## config.mk

```make
export PLATFORM = sky130hd
export DESIGN_NAME = wb_master_bridge
export DESIGN_NICKNAME = d
export VERILOG_FILES = /design/src/rtl/wb_master_bridge.sv
export SDC_FILE = /design/constraint.sdc
export NUM_CORES = 1
export LEC_CHECK = 0
export CORE_UTILIZATION = 40
export DETAILED_ROUTE_END_ITERATION = 7
export PLACE_DENSITY = 0.86
export SYNTH_ARGS = -nofsm -noshare
export SYNTH_HDL_FRONTEND = slang
export SYNTH_SLANG_ARGS = --single-unit
```

## constraint.sdc

```tcl
create_clock -name clk -period 2.3 [get_ports clk]
set_input_delay 0.46 -clock clk [delete_from_list [all_inputs] [get_ports clk]]
set_output_delay 0.46 -clock clk [all_outputs]
set_load 0.01 [all_outputs]
```

## src/rtl/wb_master_bridge.sv

```systemverilog
// Command/response to Wishbone single-transfer master bridge with a bounded
// acknowledge wait. One transaction is outstanding at a time.
module wb_master_bridge #(
    parameter int DEV_ADDR_BITS = 8,
    parameter int TIMEOUT       = 255
) (
    input  logic                     clk,
    input  logic                     rst,
    input  logic                     cmd_valid,
    output logic                     cmd_ready,
    input  logic                     cmd_we,
    input  logic [DEV_ADDR_BITS-3:0] cmd_addr,
    input  logic [3:0]               cmd_sel,
    input  logic [31:0]              cmd_data,
    output logic                     rsp_valid,
    input  logic                     rsp_ready,
    output logic [31:0]              rsp_data,
    output logic                     rsp_err,
    output logic                     wbm_cs_o,
    output logic [DEV_ADDR_BITS-3:0] wbm_addr_o,
    output logic [3:0]               wbm_sel_o,
    output logic [31:0]              wbm_data_o,
    output logic                     wbm_we_o,
    input  logic [31:0]              wbm_data_i,
    input  logic                     wbm_ack_i
);

    typedef enum logic [1:0] {
        IDLE = 2'd0,
        BUS  = 2'd1,
        RESP = 2'd2
    } state_t;

    localparam logic [7:0] LAST_WAIT = 8'(TIMEOUT - 1);

    state_t                     r_state;
    state_t                     w_next_state;
    logic [7:0]                 r_wait_cnt;
    logic                       r_cs;
    logic [DEV_ADDR_BITS-3:0]   r_addr;
    logic [3:0]                 r_sel;
    logic [31:0]                r_wdata;
    logic                       r_we;
    logic                       r_rsp_valid;
    logic [31:0]                r_rsp_data;
    logic                       r_rsp_err;

    logic                       w_accept;
    logic                       w_ack;
    logic                       w_timeout;

    assign w_accept  = (r_state == IDLE) && cmd_valid;
    // Ack only counts while a cycle is open; strays in IDLE/RESP fall away here.
    assign w_ack     = (r_state == BUS) && wbm_ack_i;
    assign w_timeout = (r_state == BUS) && !wbm_ack_i && (r_wait_cnt == LAST_WAIT);

    // NOTE: sequential state uses non-blocking (<=) so every register samples
    // pre-edge values; blocking here would create order-dependent races.
    always_ff @(posedge clk) begin
        if (rst) begin
            r_state <= IDLE;
        end else begin
            r_state <= w_next_state;
        end
    end

    // NOTE: next_state gets a default before the case so no path leaves it
    // unassigned, which would otherwise infer a latch.
    always_comb begin
        w_next_state = r_state;
        case (r_state)
            IDLE:    if (cmd_valid)              w_next_state = BUS;
            BUS:     if (w_ack || w_timeout)     w_next_state = RESP;
            RESP:    if (rsp_ready)              w_next_state = IDLE;
            default:                             w_next_state = IDLE;
        endcase
    end

    always_ff @(posedge clk) begin
        if (rst) begin
            r_cs        <= 1'b0;
            r_we        <= 1'b0;
            r_addr      <= '0;
            r_sel       <= '0;
            r_wdata     <= '0;
            r_wait_cnt  <= '0;
            r_rsp_valid <= 1'b0;
            r_rsp_err   <= 1'b0;
            r_rsp_data  <= '0;
        end else begin
            if (w_accept) begin
                r_cs       <= 1'b1;
                r_we       <= cmd_we;
                r_addr     <= cmd_addr;
                r_sel      <= cmd_sel;
                r_wdata    <= cmd_data;
                r_wait_cnt <= '0;
            end

            // cs drops on the edge that samples ack so the slave never re-acks.
            if (w_ack) begin
                r_cs        <= 1'b0;
                r_rsp_data  <= r_we ? 32'h0 : wbm_data_i;
                r_rsp_err   <= 1'b0;
                r_rsp_valid <= 1'b1;
            end else if (w_timeout) begin
                r_cs        <= 1'b0;
                r_rsp_data  <= 32'h0;
                r_rsp_err   <= 1'b1;
                r_rsp_valid <= 1'b1;
            end else if (r_state == BUS) begin
                r_wait_cnt  <= r_wait_cnt + 8'd1;
            end

            if ((r_state == RESP) && rsp_ready) begin
                r_rsp_valid <= 1'b0;
            end
        end
    end

    assign cmd_ready  = (r_state == IDLE) && !rst;
    assign wbm_cs_o   = r_cs;
    assign wbm_we_o   = r_we;
    assign wbm_addr_o = r_addr;
    assign wbm_sel_o  = r_sel;
    assign wbm_data_o = r_wdata;
    assign rsp_valid  = r_rsp_valid;
    assign rsp_data   = r_rsp_data;
    assign rsp_err    = r_rsp_err;

endmodule

```

# Word-level counts from Yosys, hierarchy flattened
# Cells that the tools add are included.
[word_totals]
in_bits = 80
output_inout_bits = 79
register_bits = 88
wordCells = 45
[op_classes]
addsub = 1
n_eq_ne = 6
muxes = 13
n_reduce_logical = 15
[ops]
columns = ["op", "n"]
rows = [
  ["2-to-1 mux 32 bit", 3],
  ["2-to-1 mux 8 bit", 4],
  ["adder 8 x 1 -> 8 bit (second input constant)", 1],
  ["equality test 8 bit (second input constant)", 1],
  ["logical AND 1 bit", 6],
  ["2-to-1 mux 2 bit", 3],
  ["!= test 2 bit (second input constant)", 3],
  ["case mux 2 bit (3 select lines)", 1],
  ["OR reduction 2 bit", 2],
  ["AND reduction 3 bit", 1],
  ["OR reduction 3 bit", 1],
  ["equality test 2 x 1 -> 1 bit (second input constant)", 1],
  ["equality test 2 bit (second input constant)", 1],
  ["logical NOT 1 bit", 2],
  ["logical NOT 2 bit", 1],
  ["2-to-1 mux 1 bit", 2],
  ["nonzero test 2 bit", 1],
  ["logical OR 1 bit", 1],
]

# Longest topological paths before layout
# Gate-level depths: netlist (run 1).
[logic_depth]
ltp_word = 6
mapped_depth = 7
mapped_depth_nobuf = 6

# Worst setup path before layout (run 1)
# No wires, ideal clock.
[synth_path]
path_kind = "flip-flop to flip-flop"
start = "reg r_wait_cnt[0]"
end = "reg r_rsp_data[10], in the netlist rsp_data[10]"
synth_period_minus_slack_ns = 1.568
path_stages_with_launch = 8
setup_slack_ns = 0.732
t_arrival_ns = 1.497
n_path_buf = 1
setup_time_ns = 0.070
required_ns = 2.230
path_cell_list = "dfxtp_1 inv_1 ha_1 and3_1 a31oi_2 clkbuf_1 o21ai_0 a21oi_1"
[synth_via]
elab_chain_len = 3
[synth_lines]
columns = ["item", "line", "rtl"]
rows = [
  ["start, declared", "38", "logic [7:0] r_wait_cnt;"],
  ["start signal, assigned", "112", "r_wait_cnt <= r_wait_cnt + 8'd1;"],
  ["equality test 8 bit", "55", "assign w_timeout = (r_state == BUS) && !wbm_ack_i && (r_wait_cnt == LAST_WAIT);"],
  ["logical AND 1 bit", "55", ""],
  ["nonzero test 2 bit (no source line)", "n/a", ""],
  ["end signal, assigned", "103", "r_rsp_data <= r_we ? 32'h0 : wbm_data_i;"],
  ["end, declared", "45", "logic [31:0] r_rsp_data;"],
]
# No other way between the ends.
# A chain may end at the register's enable or synchronous reset.

# Worst setup path in the final report (run 1)
[layout_path]
start = "reg r_state[1]"
end = "out cmd_ready"
[layout_via]
elab_chain_len = 2
[layout_lines]
columns = ["item", "line", "rtl"]
rows = [
  ["start, declared", "36", "state_t r_state;"],
  ["start signal, assigned", "63", "r_state <= w_next_state;"],
  ["logical NOT 2 bit", "121", "assign cmd_ready = (r_state == IDLE) && !rst;"],
  ["logical AND 1 bit", "121", ""],
  ["end, declared", "10", "output logic cmd_ready,"],
]
# No other way between the ends.

==> results of run 1 <==
power by group:
group | internal [mW] | switching (mW)
sequential | 1.60 | 0.0400
combinational | 0.307 | 0.242
clock | 0.759 | 0.540
cell type report:
class	count	area [um^2]
inverter	2	7.507
clock inverter	6	115.1
clock buffer	10	137.6
timing repair buffer	167	1657
multi-input combinational	282	1363
fill	660	2636
antenna	1	2.502
sequential	88	1762
tap	102	127.6
layer usage:
layer / up-vias / GRT usage / part of all wire
met2: 104 / 0.3843 / 0.52
li1: 1645 / - / -
met3: 21 / 0.03980 / 0.048
met1: 1549 / 0.2226 / 0.41
met5: - / 0 / 0
met4: 0 / 0.1016 / 0.025
per-stage QoR:
stage	area [um^2]	total power [mW]
after floorplan	3258	1.889
after global placement	4916	2.211
after detailed placement	4916	2.226
after CTS	5169	3.516
after global routing	5171	3.637
final	5171	3.487
Yosys cell counts (2+ instances only):
| master | instances |
|---|---|
| nand3b_1 | 2 |
| ha_1 | 2 |
| clkbuf_1 | 19 |
| nor3b_4 | 2 |
| o21ai_0 | 31 |
| nand2_1 | 122 |
| o211ai_1 | 4 |
| or3_1 | 4 |
| nand4_1 | 2 |
| dfxtp_1 | 88 |
| o21ai_1 | 2 |
| nand2b_1 | 2 |
| nand3_1 | 3 |
| a21oi_1 | 85 |
| nor2_1 | 4 |
| buf_2 | 5 |
| buf_4 | 3 |
| nor3_1 | 3 |
| buf_1 | 2 |
| and3_1 | 3 |
| inv_1 | 2 |
cells by family after synthesis:
| group | share of synthesized area |
|---|---|
| AND/OR/NAND/NOR | 0.2008 |
| AO/OA/AOI/OAI | 0.2070 |
| flip-flops | 0.5407 |
| buffers and inverters | 0.04109 |
| adder cells (fa/ha/maj) | 0.007679 |
| XOR/XNOR | 0.002689 |
worst min-delay path by stage:
stage | to | slack, ns | depth (start not counted)
floorplan | r_wait_cnt[0]$_SDFF_PP0_ | 0.47 | 2
global placement | wbm_data_o[8]$_SDFFE_PP0P_ | 0.44 | 2
detailed placement | wbm_addr_o[3]$_SDFFE_PP0P_ | 0.45 | 2
CTS | wbm_addr_o[3]$_SDFFE_PP0P_ | 0.46 | 2
global route | wbm_data_o[15]$_SDFFE_PP0P_ | 0.48 | 2
finish | wbm_addr_o[4]$_SDFFE_PP0P_ | 0.46 | 2
sequential cells by signal, summed over array words and instances (netlist names):
register,flops
wbm_sel_o,4
wbm_data_o,32
wbm_we_o,1
wbm_cs_o,1
r_wait_cnt,8
wbm_addr_o,6
rsp_err,1
rsp_data,32
rsp_valid,1
r_state,2
critical path, stage by stage (launching register included):
cell and delay [ns]:
dfxtp_1 0.39, nor3_1 0.21, clkdlybuf4s50_1 0.58
==> metrics.yaml, run 1 <==
crit_fanout: 7
clk_latency_ns: 0.34
synth_cells: 401
numPortBuffers: 158
power_leakage_nw: 1.825
yosysWarnings: 0
cts-hold-fix-buffers: 0
final_cell_mix: "157 x clkdlybuf4s50_1, 122 x nand2_1, 88 x dfxtp_1"
core_area_um2: 7807
drive_gt1_frac: 0.05586
post-route-drc-count: 0
synth_seq_area_share: 0.5407
hp-start: "wbm_addr_o[4]$_SDFFE_PP0P_"
hpwl_um: 6284
numCtsBuffers: 9
finalHoldViolCount: 0
tightest_slew_ns: 0.8977
clk_pin_slew_worst_paths_ns: 0.08
yosys.area.top_type: "dfxtp_1"
finalSetupViolations: 0
grt_max_degree: 91
utilization: 0.6623
drtAntennaViolNets: 0
fin_crit_ns: 1.977
dp_slack_ns: 0.2457
num_io_pins: 159
syn-num-nets: 483
clock-root-buffer: "clkbuf_8"
cts_tree: "done"
postCtsResizedCells: 0
synth_top_area_frac: 0.5407
synthTopCellsByArea: "dfxtp_1 54%, nand2_1 14%, a21oi_1 13%"
start_util: 0.4173
dp.cells: 641
h-tree-depth: 3
synth-seq-cells: 88
criticalPathCategory: "flop to output port"
end_kind: "output port"
regToRegEndpoint: "rsp_data[30]$_SDFFE_PP0P_"
layout.nets: 632
antenna_found_initial: 1
tns_ns: 0
hold_class: "flop to flop"
die_w_um: 92.25
reg2reg_depth: 7
cp.required_ns: 1.84
instances_no_fill: 658
syn-cell-area_um2: 3258
yosysUniqueCellTypes: 32
post-route-period-util: 0.8595
cts_setup_buffers: 0
drtIter0Drc: 114
overflow: 0
synth_edf_count: 0
cp-start-kind: "flop"
hold_ws_ns: 0.4561
routedWlPerCell_um: 13.42
p_per_area_nw_per_um2: 674.3
die_h_um: 92.25
critPathCapture: "cmd_ready"
grt_pass1_wl_um: 14210
slew_headroom: 0.4015
maxSlewViolCount: 0
syn_area_per_cell_um2: 8.125
routed_wl_um: 8828
cts_buffer_depth: 2
r2r_setup_slack_ns: 0.55
firstDrtPassIters: 4
maxCapViolations: 0
worst_slack_ns: 0.3231
clock-skew-final_ns: 0.01131
crit_start: "r_state[1]$_SDFFE_PP0P_"
outcome: "completed"
cts_sinks: 88
place_congestion: 0.8427
rsz0062_at_grt: "false"
cp.arrival_ns: 1.52
syn_to_final_growth_pct: 58.72
fmax_ghz: 0.5058
r2r-start: "r_wait_cnt[0]$_SDFF_PP0_"
routed_via_density: 5.044
vias: 3319
synthArstFlopShare: 0
grt_pass1_vias: 3218
layout_commonest_cell: "clkdlybuf4s50_1"
dieArea_um2: 8510
ir_worst_vdd_mv: 0.3043
ys.flop_type: "dfxtp_1"
grt.total_usage: 0.2071
rows: 32
Note: power is estimated with default switching activity, not from simulation.
==> inputs of run 2 (changes only) <==
--- a/config.mk
+++ b/config.mk
@@ -5,9 +5,11 @@
 export SDC_FILE = /design/constraint.sdc
 export NUM_CORES = 1
 export LEC_CHECK = 0
-export CORE_UTILIZATION = 40
+export CELL_PAD_IN_SITES_DETAIL_PLACEMENT = 0
+export CELL_PAD_IN_SITES_GLOBAL_PLACEMENT = 1
+export CORE_UTILIZATION = 30
 export DETAILED_ROUTE_END_ITERATION = 7
-export PLACE_DENSITY = 0.86
+export PLACE_DENSITY = 0.91
 export SYNTH_ARGS = -nofsm -noshare
 export SYNTH_HDL_FRONTEND = slang
 export SYNTH_SLANG_ARGS = --single-unit
==> constraint.sdc (replaced) <==
create_clock -name clk -period 2.45 [get_ports clk]
set_input_delay 0.49 -clock clk [delete_from_list [all_inputs] [get_ports clk]]
set_output_delay 0.49 -clock clk [all_outputs]
set_load 0.01 [all_outputs]
==> run 2 against run 1 <==
  * Setup slack improved by 0.098 ns
  * Clock power down 18%
  * Sequential cell count is the same
  * Clock-buffer cell count is 1 lower
  * Worst hold slack barely moved
  * Power is 11% lower
  * Non-clock buffer count down 2
  * Via count fell by 2.4%
  * Critical path depth did not move
  * First-iteration DRC count grew 11%
==> metrics.yaml, run 2 (synthesis results as in run 1) <==
rsz0062_at_grt: "false"
postCtsResizedCells: 0  # unchanged
grt.total_usage: 0.1600  # -0.04707
die_w_um: 106.2  # +15%
drtIter0Drc: 127  # +11%
cts_setup_buffers: 0  # unchanged
critPathCapture: "cmd_ready"
dp.cells: 673  # +5.0%
post-route-period-util: 0.8280
syn_to_final_growth_pct: 57.80
antenna_cells: 0  # -1
cts_tree: "done"
slowest_delay_ns: 0.59  # about the same
numCtsBuffers: 9  # unchanged
firstDrtPassIters: 4  # unchanged
tns_ns: 0  # unchanged
p_switching_uw: 829.9  # +0.92%
outcome: "completed"
end_kind: "output port"
switching_share: 0.2671  # +0.03129
routedWlPerCell_um: 13.44  # +0.15%
clkPwrFrac: 0.340  # -0.033
vias: 3238  # -2.4%
ir_worst_vdd_mv: 0.2535  # -17%
final_cell_mix: "157 x clkdlybuf4s50_1, 121 x nand2_1, 88 x dfxtp_1"
hold_ws_ns: 0.4564  # +0.0003440 ns
maxCapViolations: 0  # unchanged
grt_pass1_vias: 3015  # -6.3%
power_leakage_nw: 1.787  # -2.0%
cp.required_ns: 1.96  # +0.12 ns
regToRegEndpoint: "wbm_addr_o[2]$_SDFFE_PP0P_"
clock-root-buffer: "clkbuf_8"
drive_gt1_frac: 0.05425  # -0.001606
criticalPathCategory: "flop to output port"
cp.arrival_ns: 1.54  # +0.02 ns
cp-start-kind: "flop"
maxSlewViolCount: 0  # unchanged
overflow: 0  # unchanged
slew_headroom: 0.3804  # -0.02110
clock-skew-final_ns: 0.01251  # +0.001200 ns
die_h_um: 106.2  # +15%
dieArea_um2: 11280  # +33%
drtAntennaViolNets: 0  # unchanged
hpwl_um: 6315  # +0.50%
numPortBuffers: 158  # unchanged
cts_buffer_depth: 2  # unchanged
crit_start: "r_state[1]$_SDFFE_PP0P_"
seqPwrFrac: 0.495  # +0.025
reg2reg_depth: 5  # -2
instances_no_fill: 689  # +4.7%
crit_fanout: 7  # unchanged
grt_pass1_wl_um: 14390  # +1.3%
place_congestion: 0.7570  # -10%
hold_class: "flop to flop"
r2r-start: "r_state[1]$_SDFFE_PP0P_"
start_util: 0.3128  # -0.1045
tightest_slew_ns: 0.9293  # +0.03165 ns
finalHoldViolCount: 0  # unchanged
p_int_mw: 2.277  # -15%
path_cells: "nor3_1 > clkdlybuf4s50_1"
post-route-drc-count: 0  # unchanged
cts_sinks: 88  # unchanged
cts-hold-fix-buffers: 0  # unchanged
clk_latency_ns: 0.35  # about the same
core_area_um2: 10420  # +33%
fill_cells: 1012  # +53%
pwr-share-comb: 0.164  # +0.006
rows: 37  # +16%
grt_max_degree: 91  # unchanged
routed_wl_um: 9258  # +4.9%
num_io_pins: 159  # unchanged
crit_slowest_cell: "clkdlybuf4s50_1"
layout_commonest_cell: "clkdlybuf4s50_1"
antenna_found_initial: 0  # -1
routed_via_density: 4.700  # -6.8%
p_per_area_nw_per_um2: 604.3  # -10%
fin_crit_ns: 2.029
r2r_setup_slack_ns: 0.67  # +0.12 ns
totalPowerFinal_mw: 3.107  # -11%
fmax_ghz: 0.4930
clk_pin_slew_worst_paths_ns: 0.10  # +0.02 ns
h-tree-depth: 3  # unchanged
layout.nets: 630  # -0.32%
finalSetupViolations: 0  # unchanged
## run 2: cell count changes in the layout (fill, tap and decap cells not counted)
cell,delta
nand2_1,-1
buf_12,-1
inv_6,+4
clkbuf_8,-1
clkinv_4,-1
clkinv_2,-1
diode_2,-1
nand2_2,+1
bufinv_16,-2
clkinvlp_4,+1
buf_4,-1
## run 2: routing by layer
layer,track usage,up-vias,share of wire
li1,-,1639,-
met1,0.1942,1484,0.44
met2,0.2755,96,0.49
met3,0.02882,19,0.046
met4,0.06944,0,0.021
met5,0,-,0
## run 2: critical path: cells and delay by family, from the launching register on
| kind | cells | cell delay, ns |
|---|---|---|
| buffers and inverters | 1 | 0.59 |
| DFF | 1 | 0.40 |
| and+or+nand+nor | 1 | 0.21 |
## run 2: how the worst min path moves through the flow
stage	startpoint	cells past startpoint	slack (ns)	endpoint
after floorplan	r_wait_cnt[0]$_SDFF_PP0_	2	0.47	r_wait_cnt[0]$_SDFF_PP0_
after global placement	wbm_addr_o[1]$_SDFFE_PP0P_	2	0.44	wbm_addr_o[1]$_SDFFE_PP0P_
after detailed placement	wbm_sel_o[2]$_SDFFE_PP0P_	2	0.45	wbm_sel_o[2]$_SDFFE_PP0P_
after CTS	wbm_sel_o[2]$_SDFFE_PP0P_	2	0.46	wbm_sel_o[2]$_SDFFE_PP0P_
after global routing	wbm_addr_o[3]$_SDFFE_PP0P_	2	0.48	wbm_addr_o[3]$_SDFFE_PP0P_
final	wbm_data_o[8]$_SDFFE_PP0P_	2	0.46	wbm_data_o[8]$_SDFFE_PP0P_
## run 2: power by group through the flow
stage                     clock [mW]  sequential (mW)  combinational (mW)
after floorplan                    0             1.60               0.173
after global placement             0             1.57               0.509
after detailed placement           0             1.57               0.515
after CTS                       1.11             1.54               0.517
after global routing            1.17             1.55               0.555
final                           1.06             1.54               0.511
## run 2: final cells by class
type	count	area, um^2	share of cell area
clock buffers	9	123.9	0.02409
inverters	2	7.507	0.001460
flip-flops and latches	88	1762	0.3427
well taps	136	170.2	0.03310
multi-input cells	282	1365	0.2655
repair buffers	165	1629	0.3169
clock inverters	7	83.83	0.01631
## run 2: metrics by stage
stage            util  setup slack, ns  cell area [um^2]
6_report       0.4936           0.4214              5141
5_1_grt        0.4936           0.3173              5141
4_1_cts        0.4936           0.3792              5141
3_5_place_dp   0.4736           0.3309              4933
3_3_place_gp   0.4736           0.4081              4933
2_1_floorplan       -           0.8311              3258
==> inputs of run 3 (changes only) <==
--- a/config.mk
+++ b/config.mk
@@ -7,9 +7,9 @@
 export LEC_CHECK = 0
 export CELL_PAD_IN_SITES_DETAIL_PLACEMENT = 0
 export CELL_PAD_IN_SITES_GLOBAL_PLACEMENT = 1
-export CORE_UTILIZATION = 30
+export CORE_UTILIZATION = 28
 export DETAILED_ROUTE_END_ITERATION = 7
-export PLACE_DENSITY = 0.91
+export PLACE_DENSITY = 0.86
 export SYNTH_ARGS = -nofsm -noshare
 export SYNTH_HDL_FRONTEND = slang
 export SYNTH_SLANG_ARGS = --single-unit
==> constraint.sdc (replaced) <==
create_clock -name clk -period 1.87 [get_ports clk]
set_input_delay 0.374 -clock clk [delete_from_list [all_inputs] [get_ports clk]]
set_output_delay 0.374 -clock clk [all_outputs]
set_load 0.01 [all_outputs]
==> run 3 against run 2 <==
  * Global-route usage fell by 0.87 points
  * Clock power up 52%
  * Critical endpoint is now wbm_we_o
  * Clock-buffer cell count rose by 3
  * Die area grew 7.0%
  * Routed wire length down 0.95%
  * Sequential cell count did not move
  * Highest routed layer unchanged
  * Clock skew down 0.0093 ns
==> metrics.yaml, run 3 (synthesis results as in run 1) <==
clk_latency_ns: 0.33  # -0.02 ns
grt_max_degree: 91  # unchanged
crit_fanout: 3  # -4
h-tree-depth: 3  # unchanged
antenna_found_initial: 0  # unchanged
final_cell_mix: "156 x clkdlybuf4s50_1, 122 x nand2_1, 88 x dfxtp_1"
hold_class: "flop to flop"
routed_via_density: 4.650  # -1.1%
rsz0062_at_grt: "false"
whs_path_depth: 2  # unchanged
maxCapViolations: 0  # unchanged
start_util: 0.2866  # -0.02623
fin_crit_ns: 1.695
syn_to_final_growth_pct: 62.94
outcome: "completed"
regToRegEndpoint: "rsp_data[6]$_SDFFE_PP0P_"
grt_pass1_wl_um: 14010  # -2.7%
finalHoldViolCount: 0  # unchanged
cp-start-kind: "flop"
worst_slack_ns: 0.1747  # -0.2467 ns
slowest_delay_ns: 0.59  # about the same
post-route-period-util: 0.9066
grt_pass1_vias: 3051  # +1.2%
ir_worst_vdd_mv: 0.3473  # +37%
p_per_area_nw_per_um2: 814.5  # +35%
hpwl_um: 6312  # about the same
reg2reg_depth: 7  # +2
routed_wl_um: 9170  # -0.95%
drtAntennaViolNets: 0  # unchanged
drive_gt1_frac: 0.06082  # +0.006573
dieArea_um2: 12070  # +7.0%
layout_commonest_cell: "clkdlybuf4s50_1"
path_cells: "clkdlybuf4s50_1"
rows: 39  # +5.4%
clk_pin_slew_worst_paths_ns: 0.06  # -0.04 ns
grt.total_usage: 0.1513  # -0.008677
place_congestion: 0.7855  # +3.8%
overflow: 0  # unchanged
cp.required_ns: 1.50  # -0.46 ns
power_leakage_nw: 1.879  # +5.1%
cts_buffer_depth: 2  # unchanged
firstDrtPassIters: 4  # unchanged
numPortBuffers: 158  # unchanged
r2r-start: "r_wait_cnt[0]$_SDFF_PP0_"
r2r_setup_slack_ns: 0.20  # -0.47 ns
vias: 3264  # +0.80%
layout.nets: 636  # +0.95%
clock-skew-final_ns: 0.003243  # -0.009271 ns
end_kind: "output port"
crit_slowest_cell: "clkdlybuf4s50_1"
cp_top_family: "buffers and inverters"
post-route-drc-count: 0  # unchanged
tns_ns: 0  # unchanged
finalSetupViolations: 0  # unchanged
routedWlPerCell_um: 13.06  # -2.8%
holdPathEnd: "wbm_data_o[3]$_SDFFE_PP0P_"
core_area_um2: 11370  # +9.2%
hp-start: "wbm_data_o[3]$_SDFFE_PP0P_"
fmax_ghz: 0.5899
dp_slack_ns: 0.01162  # -0.3193 ns
maxSlewViolCount: 0  # unchanged
criticalPathCategory: "flop to output port"
tightest_slew_ns: 0.9667  # +0.03740 ns
cp.arrival_ns: 1.32  # -0.22 ns
clock-root-buffer: "clkbuf_16"
cts_setup_buffers: 0  # unchanged
drtIter0Drc: 190  # +50%
antenna_cells: 0  # unchanged
numCtsBuffers: 9  # unchanged
crit_cells: 1  # -1
path_buf_inv: 1  # unchanged
cts_sinks: 88  # unchanged
fill_cells: 1140  # +13%
num_io_pins: 159  # unchanged
cts_tree: "done"
die_w_um: 109.9  # +3.4%
die_h_um: 109.9  # +3.4%
slew_headroom: 0.3555  # -0.02493
## run 3: changes by cell type in the layout (fill, tap and decap cells not counted), sizes merged
cell           previous run  this run
dlymetal6s2s              0         1
clkinvlp                  1         0
clkdlybuf4s50           157       156
clkbuf                    9        12
bufinv                    1         0
buf                       8        14
inv                       7         2
clkinv                    0         4
## run 3: report_power, final
group	total [mW]	internal, mW	leakage, nW	switching [mW]
logic	0.704	0.395	1.03	0.309
registers	2.01	1.97	0.718	0.0448
clock network	1.61	0.928	0.136	0.680
total	4.32	3.29	1.88	1.03
## run 3: final cells by class
| type | count | area, um^2 | share of cell area |
|---|---|---|---|
| flip-flops and latches | 88 | 1762 | 0.3318 |
| repair buffers | 171 | 1727 | 0.3252 |
| multi-input cells | 282 | 1368 | 0.2576 |
| clock buffers | 12 | 246.5 | 0.04643 |
| well taps | 143 | 178.9 | 0.03370 |
| clock inverters | 4 | 20.02 | 0.003771 |
| inverters | 2 | 7.507 | 0.001414 |
## run 3: how the worst max path moves through the flow
stage               slack [ns]                      from                         to
floorplan                 0.30  r_wait_cnt[0]$_SDFF_PP0_  rsp_data[10]$_SDFFE_PP0P_
global placement          0.07                 wbm_ack_i   r_wait_cnt[5]$_SDFF_PP0_
detailed placement        0.01                 wbm_ack_i   r_wait_cnt[5]$_SDFF_PP0_
CTS                      0.002   r_state[1]$_SDFFE_PP0P_                  cmd_ready
global route             0.008  r_wait_cnt[0]$_SDFF_PP0_  rsp_data[15]$_SDFFE_PP0P_
finish                    0.17     wbm_we_o$_SDFFE_PP0P_                   wbm_we_o
## run 3: worst register-to-register path, stage by stage, from the launching register on
cell and delay [ns]:
dfxtp_1 0.38, inv_1 0.07, ha_1 0.23, and3_1 0.20
a31oi_2 0.25, buf_12 0.20, o21ai_0 0.11, a21oi_1 0.16
## run 3: per-layer routing
layer	up-vias	track usage	share of wire
li1	1663	-	-
met2	97	0.2754	0.50
met5	-	0	0
met1	1498	0.1685	0.41
met4	0	0.04762	0.0071
met3	6	0.04327	0.077
## run 3: what timing repair did
item                                    CTS  global route
hold buffers                              0             0
gates resized for setup                   1             1
endpoints found under the setup margin    1             1
## run 3: metrics by stage
step | power [mW] | hold slack (ns) | instance area, um^2 | cells | util
6_report | 4.324 | 0.4524 | 5309 | 702 | 0.4669
5_1_grt | 4.543 | 0.4686 | 5309 | 702 | 0.4669
4_1_cts | 4.408 | 0.4542 | 5306 | 702 | 0.4667
3_5_place_dp | 2.765 | 0.4459 | 5035 | 686 | 0.4428
3_3_place_gp | 2.753 | 0.4413 | 5035 | 686 | 0.4428
2_1_floorplan | 2.324 | 0.4695 | 3258 | 401 | -
==> RTL edit 1 (flow settings as in run 2) <==
Encoding of `state_t`: now one-hot (3 bits for 3 states).
--- a/src/rtl/wb_master_bridge.sv
+++ b/src/rtl/wb_master_bridge.sv
@@ -26,8 +26,8 @@
 );
 
-    typedef enum logic [1:0] {
-        IDLE = 2'd0,
-        BUS  = 2'd1,
-        RESP = 2'd2
+    typedef enum logic [2:0] {
+        IDLE = 3'b001,
+        BUS  = 3'b010,
+        RESP = 3'b100
     } state_t;
 
Check against the original RTL: no difference found for any inputs over 10 cycles, from zero or initial values and one cycle with rst high; not proved beyond that.
==> RTL edit 1 against run 2 <==
  * Maximum frequency down 11%
  * Hold slack better by 0.0034 ns
  * Synthesized area is 3.6% lower
  * Synthesized cell count is 17% lower
  * Setup slack worse by 0.25 ns
  * Total power grew 0.37%
  * Cell area down 1.1%
  * Count of clock-buffer cells in the layout unchanged
  * Clock power rose by 8%
  * Sequential cell count increased by 1
  * Wire length fell by 5.3%
  * Cell count is 9.6% lower
  * Largest cell class unchanged
==> RTL edit 1: results (changes against run 2) <==
Final nets -> 567 (was 630)
Clock Path Buffers -> 2 (unchanged)
Tightest Pin Transition -> 0.602 ns (was 0.929 ns)
Mapped Nets -> 415 (was 483)
initial antenna violation count -> 0 (unchanged)
top cells by count, synth -> 89 x dfxtp_1, 89 x nand2_1, 54 x a21oi_1, 32 x a22o_1, 10 x clkbuf_1 (was 122 x nand2_1, 88 x dfxtp_1, 85 x a21oi_1, 31 x o21ai_0, 19 x clkbuf_1)
WL final -> 8770 µm (was 9260 µm)
worst min path class -> flip-flop to flip-flop (unchanged)
Setup Buffers After CTS -> 0 (unchanged)
DRT Pass-1 Iters -> 4 (unchanged)
crit-path max cell delay -> 0.61 ns (was 0.59 ns)
DP HPWL -> 6200 µm (was 6320 µm)
gr usage total -> 0.158 (was 0.160)
Worst-Skew Late Latency -> 0.35 ns (about the same)
H-tree level count -> 3 (unchanged)
IO Port Bufs -> 158 (unchanged)
DR vias/cell -> 4.71 (was 4.70)
worst-path fanout max -> 9 (was 7)
RD Place Congestion -> 0.698 (was 0.757)
Min-Delay Endpoint -> wbm_addr_o[1]$_SDFFE_PP0P_ (was wbm_data_o[8]$_SDFFE_PP0P_)
Placed Cells -> 607 (was 673)
Clock Skews -> 0.0160 ns (was 0.0125 ns)
Syn Area/Cell -> 9.43 µm² (was 8.13 µm²)
CTS clk-pin slew, worst paths -> 0.09 ns
largest net degree at the start of global routing -> 55 (was 91)
Reg2Reg Setup Slack -> 0.58 ns (was 0.67 ns)
FFs w/ async S/R, synth -> 0 (unchanged)
worst r2r path cells -> 5 (unchanged)
Seq/Total Area, Yosys -> 0.568 (was 0.541)
cell family with most CP delay -> buffers and inverters (unchanged)
Crit Reg-Reg Startpoint -> r_state[1]$_SDFFE_PP0P_ (unchanged)
Worst VDD drop -> 0.000353 V (was 0.000253 V)
R2R Path End -> rsp_data[9]$_SDFFE_PP0P_ (was wbm_addr_o[2]$_SDFFE_PP0P_)
first-pass GRT wire length -> 14000 µm (was 14400 µm)
hold wc startpoint -> wbm_addr_o[1]$_SDFFE_PP0P_ (was wbm_data_o[8]$_SDFFE_PP0P_)
top cells by area, synth -> dfxtp_1 57%, nand2_1 11%, a22o_1 8.9%, a21oi_1 8.6%, buf_2 1.3% (was dfxtp_1 54%, nand2_1 14%, a21oi_1 13%, o21ai_0 4.8%, clkbuf_1 2.2%)
clock root buffer -> clkbuf_8 (unchanged)
Netlist cell types -> 35 (was 32)
hold depth -> 2 (unchanged)
CP max stage cell -> clkdlybuf4s50_1 (unchanged)
share of post-route cells with drive strength above 1 -> 0.0633 (was 0.0542)
crit path DAT -> 1.79 ns (was 1.54 ns)
Leak -> 1.84 nW (was 1.79 nW)
initial drt markers -> 131 (was 127)
status -> complete, no violations (unchanged)
vias in the first global route -> 2840 (was 3015)
DR WL/cell -> 14.1 µm (was 13.4 µm)
## RTL edit 1: cell count changes after synthesis, sizes merged, moves of 2 or more
cell,before,now
nor3,3,1
clkbuf,19,10
o21bai,0,2
o21ai,34,2
nand2,122,89
a22o,0,32
and3,3,0
a21oi,85,54
o211ai,4,2
nor4b,0,3
nor2,4,6
buf,10,13
## RTL edit 1: worst max-delay path by stage
stage,to,depth (start not counted),startpoint,slack [ns]
2_1_floorplan,cmd_ready,2,rst,0.81
3_3_place_gp,r_wait_cnt[7]$_SDFF_PP0_,5,wbm_ack_i,0.33
3_5_place_dp,r_wait_cnt[7]$_SDFF_PP0_,5,wbm_ack_i,0.32
4_1_cts,cmd_ready,2,r_state[0]$_SDFFE_PP1P_,0.15
5_1_grt,cmd_ready,2,r_state[0]$_SDFFE_PP1P_,0.04
6_report,cmd_ready,2,r_state[0]$_SDFFE_PP1P_,0.17
## RTL edit 1: where the power goes
part / switching (mW) / internal, mW / total [mW]
sequential: 0.0356 / 1.50 / 1.54
combinational: 0.177 / 0.259 / 0.436
clock: 0.552 / 0.593 / 1.14
## RTL edit 1: cell type report
cell class	instances	area [µm²]
Timing Repair Buffer	164	1650
Clock inverter	7	105
Tap cell	133	166
Sequential cell	89	1780
Multi-Input combinational cell	219	1250
Clock buffer	9	124
Fill cell	926	4870
Inverter	2	7.51
## RTL edit 1: stage by stage
step           total power, mW  hold WS [ns]  worst slack (ns)  utilization  instance area (µm²)
2_1_floorplan             1.73         0.453             0.812            -                 3140
3_3_place_gp              2.00         0.441             0.326        0.488                 4860
3_5_place_dp              2.01         0.448             0.318        0.488                 4860
4_1_cts                   3.16         0.463             0.145        0.511                 5090
5_1_grt                   3.26         0.480            0.0412        0.511                 5090
6_report                  3.12         0.460             0.171        0.511                 5090
## RTL edit 1: logic make-up after synthesis
group / Yosys count / share of synthesized area
XOR/XNOR: 2 / 0.00558
buffers and inverters: 25 / 0.0403
flip-flops: 89 / 0.568
AND/OR/NAND/NOR: 116 / 0.172
AO/OA/AOI/OAI: 98 / 0.203
adder cells (fa/ha/maj): 2 / 0.00797
multiplexers: 1 / 0.00359
## RTL edit 1: layer usage
layer | up-vias | track usage | share of wire
li1 | 1462 | - | -
met1 | 1374 | 0.185 | 0.41
met2 | 85 | 0.285 | 0.53
met3 | 14 | 0.0269 | 0.041
met4 | 0 | 0.0592 | 0.019
met5 | - | 0 | 0
## RTL edit 1: worst register-to-register path, stage by stage (launching register included)
cell,delay (ns)
dfxtp_1,0.53
nor3b_2,0.44
nand2_1,0.16
nor3_4,0.12
buf_4,0.35
a22o_1,0.22
==> RTL edit 2 (settings of run 2) <==
Made on the original files. Change the parameter `DEV_ADDR_BITS` from 8 to 9.
--- a/src/rtl/wb_master_bridge.sv
+++ b/src/rtl/wb_master_bridge.sv
@@ -2,5 +2,5 @@
 // acknowledge wait. One transaction is outstanding at a time.
 module wb_master_bridge #(
-    parameter int DEV_ADDR_BITS = 8,
+    parameter int DEV_ADDR_BITS = 9,
     parameter int TIMEOUT       = 255
 ) (
Ports: changed (resized cmd_addr and wbm_addr_o); port bits go from 159 to 161. The function was not compared with the original's and may differ.
==> RTL edit 2 against run 2 <==
  * Sequential cell count increased by 1
  * Clock power decreased by 12%
  * Highest routed layer unchanged
  * Core utilization increased by 0.069 points
  * Critical path type unchanged
  * Register-to-register slack got worse by 0.02 ns
  * Cell area increased by 0.58%
  * Maximum frequency increased by 0.61%
  * Setup slack improved by 0.012 ns
  * Combinational power increased by 1%
  * Wire length decreased by 0.26%
  * Die area increased by 0.30%
  * Total power decreased by 3.3%
  * Synthesized area increased by 0.31%
  * Critical endpoint unchanged
  * Largest power group unchanged
  * Critical path depth unchanged
==> RTL edit 2: results (changes against run 2) <==
status -> complete, no violations (unchanged)
top cells by count, synth -> 128 x nand2_1, 89 x dfxtp_1, 83 x a21oi_1, 34 x o21ai_0, 17 x clkbuf_1 (was 122 x nand2_1, 88 x dfxtp_1, 85 x a21oi_1, 31 x o21ai_0, 19 x clkbuf_1)
Netlist cell types -> 35 (was 32)
DRT Pass-1 Iters -> 4 (unchanged)
Synth Flop Type -> dfxtp_1 (unchanged)
Min-Delay Endpoint -> wbm_addr_o[6]$_SDFFE_PP0P_ (was wbm_data_o[8]$_SDFFE_PP0P_)
Yosys warning count -> 0 (unchanged)
Seq/Total Area, Yosys -> 0.545 (was 0.541)
Sw Share -> 0.248 (was 0.267)
Clock Skews -> 0.00986 ns (was 0.0125 ns)
DR WL/cell -> 13.3 µm (was 13.4 µm)
WL final -> 9230 µm (was 9260 µm)
Setup crit start -> r_state[1]$_SDFFE_PP0P_ (unchanged)
pre-CTS setup slack -> 0.366 ns (was 0.331 ns)
Setup Buffers After CTS -> 0 (unchanged)
IO Port Bufs -> 160 (was 158)
gr usage total -> 0.161 (was 0.160)
R2R Path End -> rsp_data[16]$_SDFFE_PP0P_ (was wbm_addr_o[2]$_SDFFE_PP0P_)
DP HPWL -> 6340 µm (was 6320 µm)
# setup viols final -> 0 (unchanged)
Crit Reg-Reg Startpoint -> r_wait_cnt[0]$_SDFF_PP0_ (was r_state[1]$_SDFFE_PP0P_)
crit path DAT -> 1.53 ns
Syn Area/Cell -> 8.03 µm² (was 8.13 µm²)
Worst VDD drop -> 0.000256 V (was 0.000253 V)
top cells by area, synth -> dfxtp_1 55%, nand2_1 15%, a21oi_1 13%, o21ai_0 5.2%, clkbuf_1 2.0% (was dfxtp_1 54%, nand2_1 14%, a21oi_1 13%, o21ai_0 4.8%, clkbuf_1 2.2%)
Num CTS Buffers -> 9 (unchanged)
share of post-route cells with drive strength above 1 -> 0.0501 (was 0.0542)
Final nets -> 640 (was 630)
Placed Cells -> 682 (was 673)
placed inst area -> 5000 µm² (was 4930 µm²)
DR vias/cell -> 4.79 (was 4.70)
worst r2r path cells -> 7 (was 5)
CTS clk-pin slew, worst paths -> 0.08 ns (was 0.10 ns)
Leak -> 1.82 nW (was 1.79 nW)
Reg2Reg Setup Slack -> 0.65 ns (was 0.67 ns)
Mapped Nets -> 490 (was 483)
RD Place Congestion -> 0.740 (was 0.757)
initial drt markers -> 129 (was 127)
worst-path fanout max -> 8 (was 7)
first-pass GRT wire length -> 14700 µm (was 14400 µm)
largest net degree at the start of global routing -> 88 (was 91)
vias in the first global route -> 3271 (was 3015)
Tightest Pin Transition -> 0.892 ns (was 0.929 ns)
Fillers -> 1009 (was 1012)
Fin Hold WS -> 0.454 ns (was 0.456 ns)
hold wc startpoint -> wbm_addr_o[6]$_SDFFE_PP0P_ (was wbm_data_o[8]$_SDFFE_PP0P_)
[RTL edit 2: worst max-delay path by stage]
stage / slack (ns) / depth (start not counted) / end
after floorplan: 0.86 / 3 / cmd_ready
after global placement: 0.37 / 5 / r_wait_cnt[5]$_SDFF_PP0_
after detailed placement: 0.37 / 5 / r_wait_cnt[5]$_SDFF_PP0_
after CTS: 0.41 / 2 / cmd_ready
after global routing: 0.35 / 2 / cmd_ready
final: 0.43 / 2 / cmd_ready
[RTL edit 2: final cells by class]
cell class	count	area, µm²	share of cell area
clock inverters	4	47.5	0.00919
inverters	1	3.75	0.000726
repair buffers	168	1670	0.323
well taps	136	170	0.0329
flip-flops and latches	89	1780	0.345
clock buffers	9	124	0.0240
multi-input cells	288	1380	0.266
[RTL edit 2: metal layers]
layer  share of wire  wire length (µm)  global-route usage
met2            0.47              4330               0.276
met3           0.080               736              0.0490
met1            0.43              3990               0.184
met5               0                 0                   0
met4           0.019               172              0.0675
[RTL edit 2: cell families (layout without fill, tap and decap cells)]
logic type | after synthesis | in the layout | share of synthesized area
mux | 1 | 1 | 0.00306
compound gates | 126 | 126 | 0.201
fa+ha+maj | 2 | 2 | 0.00766
simple gates | 159 | 159 | 0.205
buf+inv | 30 | 182 | 0.0375
flops | 89 | 89 | 0.545
[RTL edit 2: power by group through the flow]
stage | sequential (mW) | combinational, mW | clock [mW]
2_1_floorplan | 1.62 | 0.170 | 0
3_3_place_gp | 1.59 | 0.515 | 0
3_5_place_dp | 1.59 | 0.522 | 0
4_1_cts | 1.56 | 0.525 | 0.976
5_1_grt | 1.57 | 0.566 | 1.03
6_report | 1.56 | 0.518 | 0.930
